===== config.mk =====
export PLATFORM = sky130hd
export DESIGN_NAME = cd_tx_ser_flat
export DESIGN_NICKNAME = d
export VERILOG_FILES = /design/src/rtl/cd_tx_ser_if.sv /design/src/rtl/cd_tx_ser.sv /design/src/flat_wrapper.sv
export SDC_FILE = /design/constraint.sdc
export NUM_CORES = 1
export LEC_CHECK = 0
export ABC_AREA = 1
export BUFFER_PORTS_ARGS = -buffer_cell sky130_fd_sc_hd__buf_2
export CAP_MARGIN = 5
export CORE_ASPECT_RATIO = 2
export CORE_MARGIN = 10
export CORE_UTILIZATION = 50
export CTS_BUF_LIST = sky130_fd_sc_hd__clkbuf_4 sky130_fd_sc_hd__clkbuf_8 sky130_fd_sc_hd__clkbuf_16
export DETAILED_ROUTE_END_ITERATION = 7
export PLACE_DENSITY_LB_ADDON = 0.05
export SYNTH_ARGS = -nofsm -noshare
export SYNTH_HDL_FRONTEND = slang
export SYNTH_SLANG_ARGS = --single-unit

===== constraint.sdc =====
create_clock -name clk -period 1.8 [get_ports clk]
set_input_delay 0.45 -clock clk [delete_from_list [all_inputs] [get_ports clk]]
set_output_delay 0.45 -clock clk [all_outputs]
set_load 0.03 [all_outputs]

===== src/rtl/cd_tx_ser_if.sv =====
// rtl/cd_tx_ser_if.sv - CDBUS transmit serializer bus bundle
// Groups the byte handshake, dividers, control and line signals of cd_tx_ser.
interface cd_tx_ser_if;
   logic [15:0] div_ls;
   logic [15:0] div_hs;
   logic [7:0]  data;
   logic        data_valid;
   logic        data_ready;
   logic        send_break;
   logic        abort;
   logic        rx;
   logic        tx;
   logic        tx_en;
   logic        cd;
   logic        byte_done;

   modport master (
      output div_ls, div_hs, data, data_valid, send_break, abort, rx,
      input  data_ready, tx, tx_en, cd, byte_done
   );

   modport slave (
      input  div_ls, div_hs, data, data_valid, send_break, abort, rx,
      output data_ready, tx, tx_en, cd, byte_done
   );
endinterface


===== src/rtl/cd_tx_ser.sv =====
// rtl/cd_tx_ser.sv - CDBUS bit serializer and line driver, transmit direction
// Start/8 data LSB first/stop framing, low-speed arbitration byte, break and abort.
module cd_tx_ser (
   input  logic       clk,
   input  logic       reset_n,
   cd_tx_ser_if.slave bus
);
   localparam logic [2:0] S_IDLE  = 3'd0;
   localparam logic [2:0] S_START = 3'd1;
   localparam logic [2:0] S_DATA  = 3'd2;
   localparam logic [2:0] S_STOP  = 3'd3;
   localparam logic [2:0] S_BREAK = 3'd4;

   logic [2:0]  r_state;
   logic [15:0] r_cnt;
   logic [15:0] r_div;
   logic        r_hs_sel;
   logic [7:0]  r_shift;
   logic [3:0]  r_bit;
   logic        r_cd;
   logic        r_byte_done;

   logic        w_bit_end;
   logic        w_sample;
   logic        w_tx;
   logic        w_ready;
   logic        w_accept;
   logic        w_collide;

   // r_div holds the divider latched at bit start, so mid-bit changes wait a bit
   assign w_bit_end = (r_cnt == r_div);
   assign w_sample  = (r_cnt == (r_div >> 1));

   always_comb begin
      w_tx = 1'b1;
      case (r_state)
         S_START: w_tx = 1'b0;
         S_DATA:  w_tx = r_shift[0];
         S_BREAK: w_tx = (r_bit == 4'd10);
         default: w_tx = 1'b1;
      endcase
   end

   always_comb begin
      w_ready = 1'b0;
      if (!bus.abort) begin
         if (r_state == S_IDLE)
            w_ready = !bus.send_break;
         else if (r_state == S_STOP)
            w_ready = w_bit_end;
      end
   end

   assign w_accept  = bus.data_valid & w_ready;
   assign w_collide = !r_hs_sel && ((r_state == S_DATA) || (r_state == S_STOP))
                      && w_sample && w_tx && !bus.rx;

   assign bus.data_ready = w_ready;
   assign bus.tx         = w_tx;
   assign bus.tx_en      = (r_state != S_IDLE);
   assign bus.cd         = r_cd;
   assign bus.byte_done  = r_byte_done;

   always_ff @(posedge clk or negedge reset_n) begin
      if (!reset_n) begin
         r_state     <= S_IDLE;
         r_cnt       <= 16'd0;
         r_div       <= 16'd0;
         r_hs_sel    <= 1'b0;
         r_shift     <= 8'd0;
         r_bit       <= 4'd0;
         r_cd        <= 1'b0;
         r_byte_done <= 1'b0;
      end else begin
         r_cd        <= 1'b0;
         r_byte_done <= 1'b0;
         if (bus.abort) begin
            r_state  <= S_IDLE;
            r_hs_sel <= 1'b0;
            r_cnt    <= 16'd0;
         end else if (w_collide) begin
            r_state  <= S_IDLE;
            r_hs_sel <= 1'b0;
            r_cnt    <= 16'd0;
            r_cd     <= 1'b1;
         end else begin
            case (r_state)
               S_IDLE: begin
                  r_cnt <= 16'd0;
                  if (bus.send_break) begin
                     r_state  <= S_BREAK;
                     r_div    <= bus.div_ls;
                     r_bit    <= 4'd0;
                     r_hs_sel <= 1'b0;
                  end else if (w_accept) begin
                     r_state  <= S_START;
                     r_shift  <= bus.data;
                     r_div    <= bus.div_ls;
                     r_hs_sel <= 1'b0;
                  end
               end
               default: begin
                  if (!w_bit_end) begin
                     r_cnt <= r_cnt + 16'd1;
                  end else begin
                     r_cnt <= 16'd0;
                     r_div <= r_hs_sel ? bus.div_hs : bus.div_ls;
                     case (r_state)
                        S_START: begin
                           r_state <= S_DATA;
                           r_bit   <= 4'd0;
                        end
                        S_DATA: begin
                           r_shift <= r_shift >> 1;
                           if (r_bit == 4'd7)
                              r_state <= S_STOP;
                           else
                              r_bit <= r_bit + 4'd1;
                        end
                        S_STOP: begin
                           r_byte_done <= 1'b1;
                           if (w_accept) begin
                              r_state  <= S_START;
                              r_shift  <= bus.data;
                              r_hs_sel <= 1'b1;
                              r_div    <= bus.div_hs;
                           end else begin
                              r_state  <= S_IDLE;
                              r_hs_sel <= 1'b0;
                           end
                        end
                        S_BREAK: begin
                           if (r_bit == 4'd10)
                              r_state <= S_IDLE;
                           else
                              r_bit <= r_bit + 4'd1;
                        end
                        default: r_state <= S_IDLE;
                     endcase
                  end
               end
            endcase
         end
      end
   end
endmodule


===== src/flat_wrapper.sv =====
// flat-port wrapper written by rule: the top's interface ports become plain ports
module cd_tx_ser_flat 
  (clk, reset_n, bus_div_ls, bus_div_hs, bus_data, bus_data_valid, bus_send_break, bus_abort, bus_rx, bus_data_ready, bus_tx, bus_tx_en, bus_cd, bus_byte_done);
  cd_tx_ser_if bus_i ();
  input  logic clk;
  input  logic reset_n;
  input wire logic [$bits(bus_i.div_ls)-1:0] bus_div_ls;
  input wire logic [$bits(bus_i.div_hs)-1:0] bus_div_hs;
  input wire logic [$bits(bus_i.data)-1:0] bus_data;
  input wire logic [$bits(bus_i.data_valid)-1:0] bus_data_valid;
  input wire logic [$bits(bus_i.send_break)-1:0] bus_send_break;
  input wire logic [$bits(bus_i.abort)-1:0] bus_abort;
  input wire logic [$bits(bus_i.rx)-1:0] bus_rx;
  output wire logic [$bits(bus_i.data_ready)-1:0] bus_data_ready;
  output wire logic [$bits(bus_i.tx)-1:0] bus_tx;
  output wire logic [$bits(bus_i.tx_en)-1:0] bus_tx_en;
  output wire logic [$bits(bus_i.cd)-1:0] bus_cd;
  output wire logic [$bits(bus_i.byte_done)-1:0] bus_byte_done;
  assign bus_i.div_ls = bus_div_ls;
  assign bus_i.div_hs = bus_div_hs;
  assign bus_i.data = bus_data;
  assign bus_i.data_valid = bus_data_valid;
  assign bus_i.send_break = bus_send_break;
  assign bus_i.abort = bus_abort;
  assign bus_i.rx = bus_rx;
  assign bus_data_ready = bus_i.data_ready;
  assign bus_tx = bus_i.tx;
  assign bus_tx_en = bus_i.tx_en;
  assign bus_cd = bus_i.cd;
  assign bus_byte_done = bus_i.byte_done;
  cd_tx_ser u_core (.clk(clk), .reset_n(reset_n), .bus(bus_i));
endmodule

Word level (Yosys, flattened, before mapping)
Index checks and enable logic that the tools add are counted.

storage, ports and cells
  register bits after elaboration = 50
  bits of input ports = 46
  output and inout port bits = 5
  logic and storage cells = 100

operators by class
  $add $sub $neg = 2
  equality and inequality tests = 16
  multiplexer cells = 51
  bitwise gates (word level) = 3
  reductions and logical operators = 20

operators by type and width
  kind                                                   count
  two-way mux 16 bit                                     11
  two-way mux 8 bit                                      4
  two-way mux 3 bit                                      8
  two-way mux 4 bit                                      5
  two-way mux 1 bit                                      19
  adder 16 x 1 -> 16 bit, second input constant          1
  == test 16 x 15 -> 1 bit                               1
  == test 16 bit                                         1
  one-hot mux 8 bit (2 select lines)                     1
  one-hot mux 3 bit (4 select lines)                     1
  one-hot mux 4 bit (3 select lines)                     1
  nonzero test 4 bit                                     3
  inequality test 5 x 3 -> 1 bit, second input constant  2
  inequality test 3 x 2 -> 1 bit, second input constant  3
  AND reduction 4 bit                                    2
  AND reduction 7 bit                                    1
  == test 3 x 2 -> 1 bit, second input constant          2
  nonzero test 3 bit                                     2
  inequality test 5 x 2 -> 1 bit, second input constant  1
  AND reduction 5 bit                                    1
  adder 4 x 1 -> 4 bit, second input constant            1
  == test 4 x 3 -> 1 bit, second input constant          1
  == test 4 bit, second input constant                   1
  logical AND 1 bit                                      4
  other kinds (11)                                       15

Depth between registers and ports, before layout
Gate-level depths: netlist of the first run.

  depth after elaboration = 11
  mapped depth = 15
  mapped depth without buffers = 14

Worst setup path before layout of the first run
OpenSTA, ideal clock, no wires.

  path kind = register to output
  from = reg u_core.r_cnt[7]
  to = out bus_data_ready
  arrival time = 1412 ps
  required time = 1350 ps
  setup slack = -62 ps
  cell stages (with the launch flop) = 9
  buffers on the path = 2
  path through = dfrtp_1 buf_2 xor2_1 nor2_1 nand2_1 nor2_4 nand3_4 a21oi_4 buf_6

between the ends
  cells in the longest elaborated chain, start to end = 4

RTL lines
  what                    RTL line            RTL
  from (decl)             cd_tx_ser.sv:15     logic [15:0] r_cnt;
  from (signal assigned)  cd_tx_ser.sv:104    r_cnt <= r_cnt + 16'd1;
  == test 16 bit          cd_tx_ser.sv:31     assign w_bit_end = (r_cnt == r_div);
  two-way mux 1 bit       cd_tx_ser.sv:49     else if (r_state == S_STOP)
  two-way mux 1 bit       cd_tx_ser.sv:47     if (r_state == S_IDLE)
  two-way mux 1 bit       cd_tx_ser.sv:46     if (!bus.abort) begin
  to (decl)               flat_wrapper.sv:14  output wire logic [$bits(bus_i.data_ready)-1:0] bus_data_ready;

Every way passes these cells.

Worst setup path in the final report of the first run
  from = reg u_core.r_div[11]
  to = out bus_data_ready

between the ends
  cells in the longest elaborated chain, start to end = 4

RTL lines
  what                    RTL line          RTL
  from (decl)             cd_tx_ser.sv:16   logic [15:0] r_div;
  from (signal assigned)  cd_tx_ser.sv:92   r_div <= bus.div_ls;
  from (signal assigned)  cd_tx_ser.sv:98   r_div <= bus.div_ls;
  from (signal assigned)  cd_tx_ser.sv:107  r_div <= r_hs_sel ? bus.div_hs : bus.div_ls;
  == test 16 bit          cd_tx_ser.sv:31
  two-way mux 1 bit       cd_tx_ser.sv:49
  two-way mux 1 bit       cd_tx_ser.sv:47
  two-way mux 1 bit       cd_tx_ser.sv:46

Every way passes these cells.

==> results of run 1 <==
==> metrics by stage <==
step	util, %	hold slack (ns)	setup WS [ns]	cells	power [mW]
2_1_floorplan	-	0.1544	-0.06192	570	3.710
3_3_place_gp	65.75	0.4063	-0.2618	795	5.075
3_5_place_dp	65.75	0.4104	-0.2877	795	5.146
4_1_cts	77.36	0.09756	-0.3542	839	6.942
5_1_grt	82.55	0.1108	-0.4694	850	7.813
6_report	82.55	0.09291	-0.4240	850	7.354
==> report_power, final <==
part           internal (mW)  switching, mW  total, mW
Clock                  0.540          0.416      0.956
Sequential              1.46          0.326       1.78
Combinational           2.13           2.48       4.61
==> path summary, 6_finish.rpt <==
path                            slack (ns)           endpoint  cells past startpoint         startpoint
worst max register to register       -0.32  u_core.r_shift[2]                     16   u_core.r_div[11]
min in group clk                      0.42      u_core.bus.cd                      2          bus_abort
worst min-delay path                  0.09    u_core.r_cnt[7]                      1            reset_n
worst min register to register        0.52  u_core.r_shift[2]                      2  u_core.r_shift[2]
worst max-delay path                 -0.42     bus_data_ready                      9   u_core.r_div[11]
max in group asynchronous             1.15    u_core.r_div[8]                      2            reset_n
==> per-layer routing <==
metal  vias to the layer above  GRT usage (%)  routed length, um
li1                       2184              -                  -
met1                      2106          20.36               4668
met3                        76          3.949                556
met4                         0          21.08               1099
met2                       171          44.98               8153
met5                         -              0                  0
==> synth_stat cells (all sizes together) <==
cell | count | area [um2]
a22oi | 1 | 7.510
o211ai | 1 | 7.510
nor2 | 66 | 285.3
nor4 | 1 | 12.51
ha | 3 | 37.54
nand3 | 40 | 212.7
or2 | 2 | 12.52
o21ai | 24 | 120.1
nand3b | 1 | 7.510
nand2 | 212 | 815.8
a211oi | 2 | 15.01
dfrtp | 50 | 1251
xnor2 | 5 | 43.79
buf | 11 | 60.05
o22ai | 3 | 18.77
nand4 | 22 | 152.7
clkbuf | 8 | 30.03
nor3b | 2 | 15.01
inv | 71 | 269.0
xor2 | 7 | 61.31
a21oi | 28 | 155.2
nor3 | 10 | 60.06
==> layout by cell type, fill, tap and decap left out, types with 11 or more instances in the layout <==
cell,Yosys,routed
a21oi_1,26,16
buf_2,9,47
buf_4,0,111
buf_6,1,31
dfrtp_1,50,45
inv_1,55,46
inv_2,15,23
nand2_1,206,188
nand2_2,5,14
nand3_1,39,32
nand4_1,21,21
nor2_1,59,40
nor2_2,3,11
nor2_4,4,16
o21ai_0,23,17
==> cell families after synthesis <==
group                      count (synthesis)
buffers and inverters                     90
adders and majority gates                  3
xor gates and xnor gates                  12
and+or+nand+nor                          356
DFF                                       50
AOI/OAI and AO/OA                         59
==> state kept, by name, indices dropped and copies added (netlist names) <==
register and count:
u_core.r_cnt 16, u_core.r_bit 4, u_core.r_shift 8, u_core.r_hs_sel 1
u_core.r_div 16, u_core.r_state 3, u_core.bus.byte_done 1, u_core.bus.cd 1
==> area by class of cell <==
cell class	instances	share of cell area (%)
tap	92	1.934
clock buffer	7	2.354
inverter	71	4.645
timing repair buffer	199	27.34
sequential	50	21.12
multi-input combinational	431	42.60
==> what timing repair did <==
action / 4_1_cts / 5_1_grt
hold buffers: 0 / 0
gates resized for setup: 99 / 81
endpoints found under the hold margin: 0 / 0
setup endpoints to repair: 51 / 53
buffers inserted: 36 / 19
gates cloned: 3 / 1
pin swaps: 22 / 45
==> critical path: stages (launching register included) <==
cell and delay (ns):
dfrtp_1 0.44, inv_1 0.08, nand2_1 0.06, nand2_1 0.05, nor2_1 0.08, nand2_1 0.10, nor2_4 0.19, nand3_4 0.11
a21oi_4 0.20, buf_6 0.17
==> reports/results.txt, run 1 <==
Post-route DRC - 0
Slew Limit Fails - 0
Rel. slew slack - 69.74%
# nets final - 807
Static Leak - 2.980 nW
#FFs+latches synth - 50
Layout area overhead - 63.06%
Top Ports - 51
Reg area - 1257 um2
final period utilization - 123.6%
Clock Path Buffers - 2
outcome - complete, but fails checks
violated checks - negative setup slack
setup TNS - -10.63 ns
Post-DP Area - 4742 um2
Port-buffer cells - 50
critical path capture point type - primary output
Initial Util - 50.62%
Design Area, Final - 5953 um2
die height - 140.8 um
CTS sink count - 50
clk_lat worst skew - 0.30 ns
Post-Synthesis Cells - 570
total inserted antenna cells - 0
GP Congestion - 0.9852
post-synthesis compound-gate area fraction - 8.876%
max_cap viols - 0
drt total wl - 14480 um
H-tree Lvls - 2
1st-pass router iterations - 5
Synth Area in Simple Gates - 43.11%
via/cell ratio - 5.338
Max FO, Critical Path - 4
Final Hold Viols - 0
remaining global-route overflow - 0
initial antenna violation count - 0
Layout Skew - 0.008286 ns
CTS tree - built
syn_area_per_cell - 6.405 um2
Max IR drop VDD - 0.8246 mV
Die ar. - 11330 um2
global-route wire length before repair - 21300 um
total CTS buffers - 5
Avg WL per Cell - 17.03 um
Tmin final - 2.224 ns
DIE WIDTH - 80.43 um
syn_nets - 619
CP Data Required Time - 1.35 ns
post-synth cell types - 37
Detail Placement HPWL - 9549 um
vias in the first global route - 4617
Hold Path Class - in2async
clock-pin slew on the worst setup and hold paths - 0.07 ns
Core Area - 7212 um2
filler cell count - 453
Max Fclk - 0.4496 GHz
setup violators final - 50
setup ws final - -0.4240 ns
Warnings, synthesis - 0
area of the multi-input gates - 2536 um2
arrival time worst endpoint - 1.77 ns
cell area after synthesis - 3651 um2
Setup CP Type - reg2out
remaining antenna violation count after routing - 0
Slew @ Worst Pin - 0.4538 ns
RSZ-0062 raised after global routing - yes
main combinational cell family by area after synthesis - simple AND/OR/NAND/NOR gates
Post-Synth Adder-Cell Area - 1.028%
post-synthesis mux area share - 0%
via count - 4537
GRT Total Usage - 24.12%
largest net degree at the start of global routing - 35
Setup crit start kind - flip-flop
# rows - 44
clk root buf - clkbuf_16
Seq/Total Area, Yosys - 34.27%
xor and xnor fraction of the mapped netlist area - 2.879%
Pwr Density - 1235 nW/um2
layout cell share with drive strength beyond 1 - 43.80%
Initial DRC Count - 284
No activity file was read; power rests on OpenSTA's default activity.
==> run 2: changes to the inputs <==
- clock period: 1.8 -> 2.73 ns (I/O delays scaled with it)
==> run 2 against run 1 <==
The run now ends clean. Clock skew is 0.00061 ns lower. Non-clock buffer count fell by 141. Sequential cell count unchanged. Register-to-register slack improved by 0.74 ns. Via count decreased by 17%. Design area fell by 31%. Hold slack gained 0.21 ns. Setup slack gained 0.64 ns. Critical path type unchanged. Largest power group unchanged. Highest routed layer unchanged.
==> reports/results.txt, run 2 (synthesis gave the netlist of run 1 again) <==
outcome - completed
Pwr Density - 849.6 nW/um2
Avg WL per Cell - 15.49 um
Slew Limit Fails - 0
RSZ-0062 raised after global routing - no
GRT Total Usage - 19.67%
Regs by FF count - u_core.r_cnt x16, u_core.r_div x16, u_core.r_shift x8
Port-buffer cells - 50
Max Fclk - 0.3982 GHz
worst path cell trace - inv_1 > nand2_1 > nand2_1 > nor2_1 > nand2_1 > nor2_4 > nand3_4 > a21oi_4 > buf_2
max_cap viols - 0
CP max stage delay - 0.45 ns
remaining antenna violation count after routing - 0
reg2reg setup slack - 0.42 ns
critical path capture point type - primary output
clk_lat worst skew - 0.30 ns
setup ws final - 0.2186 ns
Top Ports - 51
vias in the first global route - 3719
Detail Placement HPWL - 8647 um
CTS sink count - 50
Layout area overhead - 13.02%
Clock Path Buffers - 2
Hold Path Class - in2async
Rel. slew slack - 65.80%
remaining global-route overflow - 0
clock-pin slew on the worst setup and hold paths - 0.07 ns
# nets final - 665
pre-CTS WS - 0.3180 ns
Layout Skew - 0.007675 ns
H-tree Lvls - 2
final period utilization - 91.99%
# rows - 44
PnR Total Power - 3.506 mW
Post-route DRC - 0
setup violators final - 0
layout cell share with drive strength beyond 1 - 16.56%
filler cell count - 722
1st-pass router iterations - 4
most frequent cells in the layout - nand2_1 (206), nor2_1 (59), inv_1 (55)
setup TNS - 0 ns
Final Hold Viols - 0
Post CTS Setup Buffer Count - 0
Initial Util - 50.62%
Tmin final - 2.511 ns
DIE WIDTH - 80.43 um
Setup CP Type - reg2out
Max FO, Critical Path - 4
most common cell after layout, fill and taps aside - nand2_1
Initial DRC Count - 202
area of the multi-input gates - 2041 um2
die height - 140.8 um
Reg area - 1251 um2
CTS tree - built
total inserted antenna cells - 0
clk root buf - clkbuf_16
CTS hold repair buffers - 0
via/cell ratio - 5.302
Die ar. - 11330 um2
Core Area - 7212 um2
arrival time worst endpoint - 1.83 ns
global-route wire length before repair - 17460 um
largest net degree at the start of global routing - 34
GP Congestion - 0.9529
Crit path max-delay family - simple AND/OR/NAND/NOR gates
Setup crit start kind - flip-flop
via count - 3754
Max IR drop VDD - 0.5373 mV
post-CTS sizing - 0
Slew @ Worst Pin - 0.5099 ns
Static Leak - 2.093 nW
initial antenna violation count - 0
Buf/Inv on CP - 2
drt total wl - 10960 um
Critical-path top delay cell - dfrtp_1
most frequent CP cell - nand2_1
total CTS buffers - 5
CP Data Required Time - 2.05 ns
[run 2: where the power goes]
group / leakage [nW] / internal [mW] / switching (mW)
registers: 0.654 / 0.958 / 0.242
clock network: 0.0619 / 0.335 / 0.285
logic: 1.38 / 0.574 / 1.11
[run 2: worst paths after layout]
check | startpoint | endpoint | cells past startpoint
max | u_core.r_div[11] | bus_data_ready | 9
min | reset_n | u_core.r_cnt[11] | 1
max reg2reg | u_core.r_bit[0] | u_core.r_div[7] | 14
min reg2reg | u_core.r_shift[3] | u_core.r_shift[3] | 2
max in group asynchronous | reset_n | u_core.r_hs_sel | 2
min in group clk | u_core.r_shift[3] | u_core.r_shift[3] | 2
[run 2: final cells by class]
type                    count  area share [%]
clock buffers               5           3.032
clock inverters             2          0.3639
inverters                  71           6.519
multi-input cells         430           49.45
flip-flops and latches     50           30.32
well taps                  92           2.790
repair buffers             58           7.520
[run 2: layer usage]
| layer | GRT usage, % | up-vias | part of all wire (%) | routed length, um |
|---|---|---|---|---|
| li1 | - | 1894 | - | - |
| met1 | 19.58 | 1727 | 35 | 3865 |
| met2 | 36.00 | 99 | 56 | 6112 |
| met3 | 3.694 | 34 | 4.6 | 501 |
| met4 | 10.82 | 0 | 4.4 | 485 |
| met5 | 0 | - | 0 | 0 |
[run 2: through the flow]
stage / instances / hold slack [ns] / area, um2 / utilization [%]
CTS: 708 / 0.3154 / 4126 / 57.22
global route: 708 / 0.3288 / 4126 / 57.22
global placement: 701 / 0.4908 / 3986 / 55.27
finish: 708 / 0.3041 / 4126 / 57.22
detailed placement: 701 / 0.4952 / 3986 / 55.27
floorplan: 570 / 0.3869 / 3651 / -
[run 2: worst reg2reg max path, cell delays in order, from the launching register on]
cell and delay [ns]:
dfrtp_1 0.37, inv_1 0.08, ha_1 0.19, nand3_1 0.11, or2_1 0.14, nand2_1 0.05, nor2_1 0.20, nor2_1 0.08
nand2_1 0.13, nand2_2 0.12, inv_4 0.15, nand2_4 0.22, a21oi_1 0.22, nand2_1 0.11, nand2_1 0.06
==> run 3: changes to the inputs <==
- BUFFER_PORTS_ARGS: -buffer_cell sky130_fd_sc_hd__buf_2 -> -buffer_cell sky130_fd_sc_hd__clkbuf_2
- PLACE_DENSITY: unset -> 0.7
- PLACE_DENSITY_LB_ADDON: 0.05 -> unset
==> run 3 against run 2 <==
Final cell count fell by 0.14%. Register-to-register slack got worse by 0.06 ns. Clock skew barely moved. First-iteration DRC count rose by 93%. Die area did not move. Maximum frequency barely moved. Critical endpoint unchanged.
==> reports/results.txt, run 3 (synthesis gave the netlist of run 1 again) <==
Layout Skew - 0.007294 ns
drt total wl - 10520 um
die height - 140.8 um
Setup crit start kind - flip-flop
# nets final - 663
Detail Placement HPWL - 8053 um
Max Fclk - 0.3982 GHz
filler cell count - 756
Layout Cells excl Fill - 707
CP Data Required Time - 2.05 ns
GP Congestion - 0.9317
clock power share - 18.3%
CTS hold repair buffers - 0
initial antenna violation count - 0
clk_lat worst skew - 0.29 ns
Critical-path top delay cell - dfrtp_1
Port-buffer cells - 50
sequential power share - 34.6%
largest net degree at the start of global routing - 51
Placed Instances - 699
Initial DRC Count - 389
Crit path max-delay family - simple AND/OR/NAND/NOR gates
# rows - 44
Final Util - 57.17%
Pwr Density - 852.7 nW/um2
most frequent cells in the layout - nand2_1 (206), nor2_1 (59), inv_1 (55)
worst path cell trace - inv_2 > nand2_1 > nand2_1 > nor2_1 > nand2_1 > nor2_4 > nand3_4 > a21oi_4 > clkbuf_2
NetSw - 1.620 mW
Top Ports - 51
CTS tree - built
pre-CTS WS - 0.3718 ns
clk root buf - clkbuf_16
Slew @ Worst Pin - 1.043 ns
Tmin final - 2.511 ns
layout cell share with drive strength beyond 1 - 16.42%
most common cell after layout, fill and taps aside - nand2_1
Initial Util - 50.62%
outcome - completed
Buf/Inv on CP - 2
Die ar. - 11330 um2
CTS sink count - 50
vias in the first global route - 3758
Layout area overhead - 12.92%
remaining global-route overflow - 0
Regs by FF count - u_core.r_cnt x16, u_core.r_div x16, u_core.r_shift x8
Hold WS - 0.4854 ns
post-CTS sizing - 0
via count - 3755
Clock Path Buffers - 2
R2R depth - 10
Rel. slew slack - 30.00%
Core Area - 7212 um2
H-tree Lvls - 2
GRT Total Usage - 19.42%
P_int - 1.896 mW
remaining antenna violation count after routing - 0
clock-pin slew on the worst setup and hold paths - 0.07 ns
WP depth - 9
Slew Limit Fails - 0
Static Leak - 2.107 nW
final period utilization - 91.98%
setup violators final - 0
Post-route DRC - 0
setup ws final - 0.2189 ns
global-route wire length before repair - 17700 um
Post CTS Setup Buffer Count - 0
Design Area, Final - 4123 um2
1st-pass router iterations - 4
most frequent CP cell - nand2_1
CP max stage delay - 0.46 ns
Hold Path Class - in2async
total CTS buffers - 5
via/cell ratio - 5.311
arrival time worst endpoint - 1.83 ns
critical path capture point type - primary output
Max IR drop VDD - 0.4745 mV
total inserted antenna cells - 0
max_cap viols - 0
Setup CP Type - reg2out
RSZ-0062 raised after global routing - no
Final Hold Viols - 0
Logic pwr share - 47.2%
Max FO, Critical Path - 5
setup TNS - 0 ns
Sw Share - 46.07%
DIE WIDTH - 80.43 um
PnR Total Power - 3.516 mW
Post-DP Area - 3971 um2
Avg WL per Cell - 14.88 um
-- run 3: cell count changes in the layout (fill, tap and decap cells not counted) --
| cell | before | now |
|---|---|---|
| clkinvlp_4 | 2 | 0 |
| buf_2 | 50 | 0 |
| clkinv_2 | 0 | 1 |
| clkbuf_4 | 0 | 1 |
| clkbuf_8 | 0 | 1 |
| buf_4 | 8 | 6 |
| clkbuf_2 | 0 | 50 |
-- run 3: routing by layer --
metal  vias up  wire (um)  track usage, %
li1       1890          -               -
met1      1744       3939           19.75
met2        89       5622           34.23
met3        32        389           3.631
met4         0        568           12.59
met5         -          0               0
-- run 3: area by class of cell --
type | instances | area, um2 | area share [%]
Clock inverter | 1 | 5.005 | 0.1214
Tap cell | 92 | 115.1 | 2.792
Clock buffer | 7 | 146.4 | 3.551
Timing Repair Buffer | 56 | 295.3 | 7.162
Multi-Input combinational cell | 430 | 2041 | 49.50
Inverter | 71 | 269.0 | 6.525
Sequential cell | 50 | 1251 | 30.35
-- run 3: worst paths after layout --
path | startpoint | endpoint | slack, ns
setup / recovery | u_core.r_cnt[10] | bus_data_ready | 0.22
hold / removal | reset_n | u_core.r_div[8] | 0.49
setup reg to reg | u_core.r_state[0] | u_core.r_div[12] | 0.36
hold reg to reg | u_core.r_shift[3] | u_core.r_shift[3] | 0.51
max in group asynchronous | reset_n | u_core.r_state[2] | 1.80
min in group clk | u_core.r_shift[3] | u_core.r_shift[3] | 0.51
-- run 3: power by group through the flow --
| stage | Sequential (mW) | Clock (mW) | Combinational [mW] |
|---|---|---|---|
| floorplan | 1.13 | 0 | 1.30 |
| global placement | 1.21 | 0 | 1.62 |
| detailed placement | 1.22 | 0 | 1.65 |
| CTS | 1.21 | 0.656 | 1.66 |
| global route | 1.24 | 0.685 | 1.93 |
| finish | 1.22 | 0.643 | 1.66 |
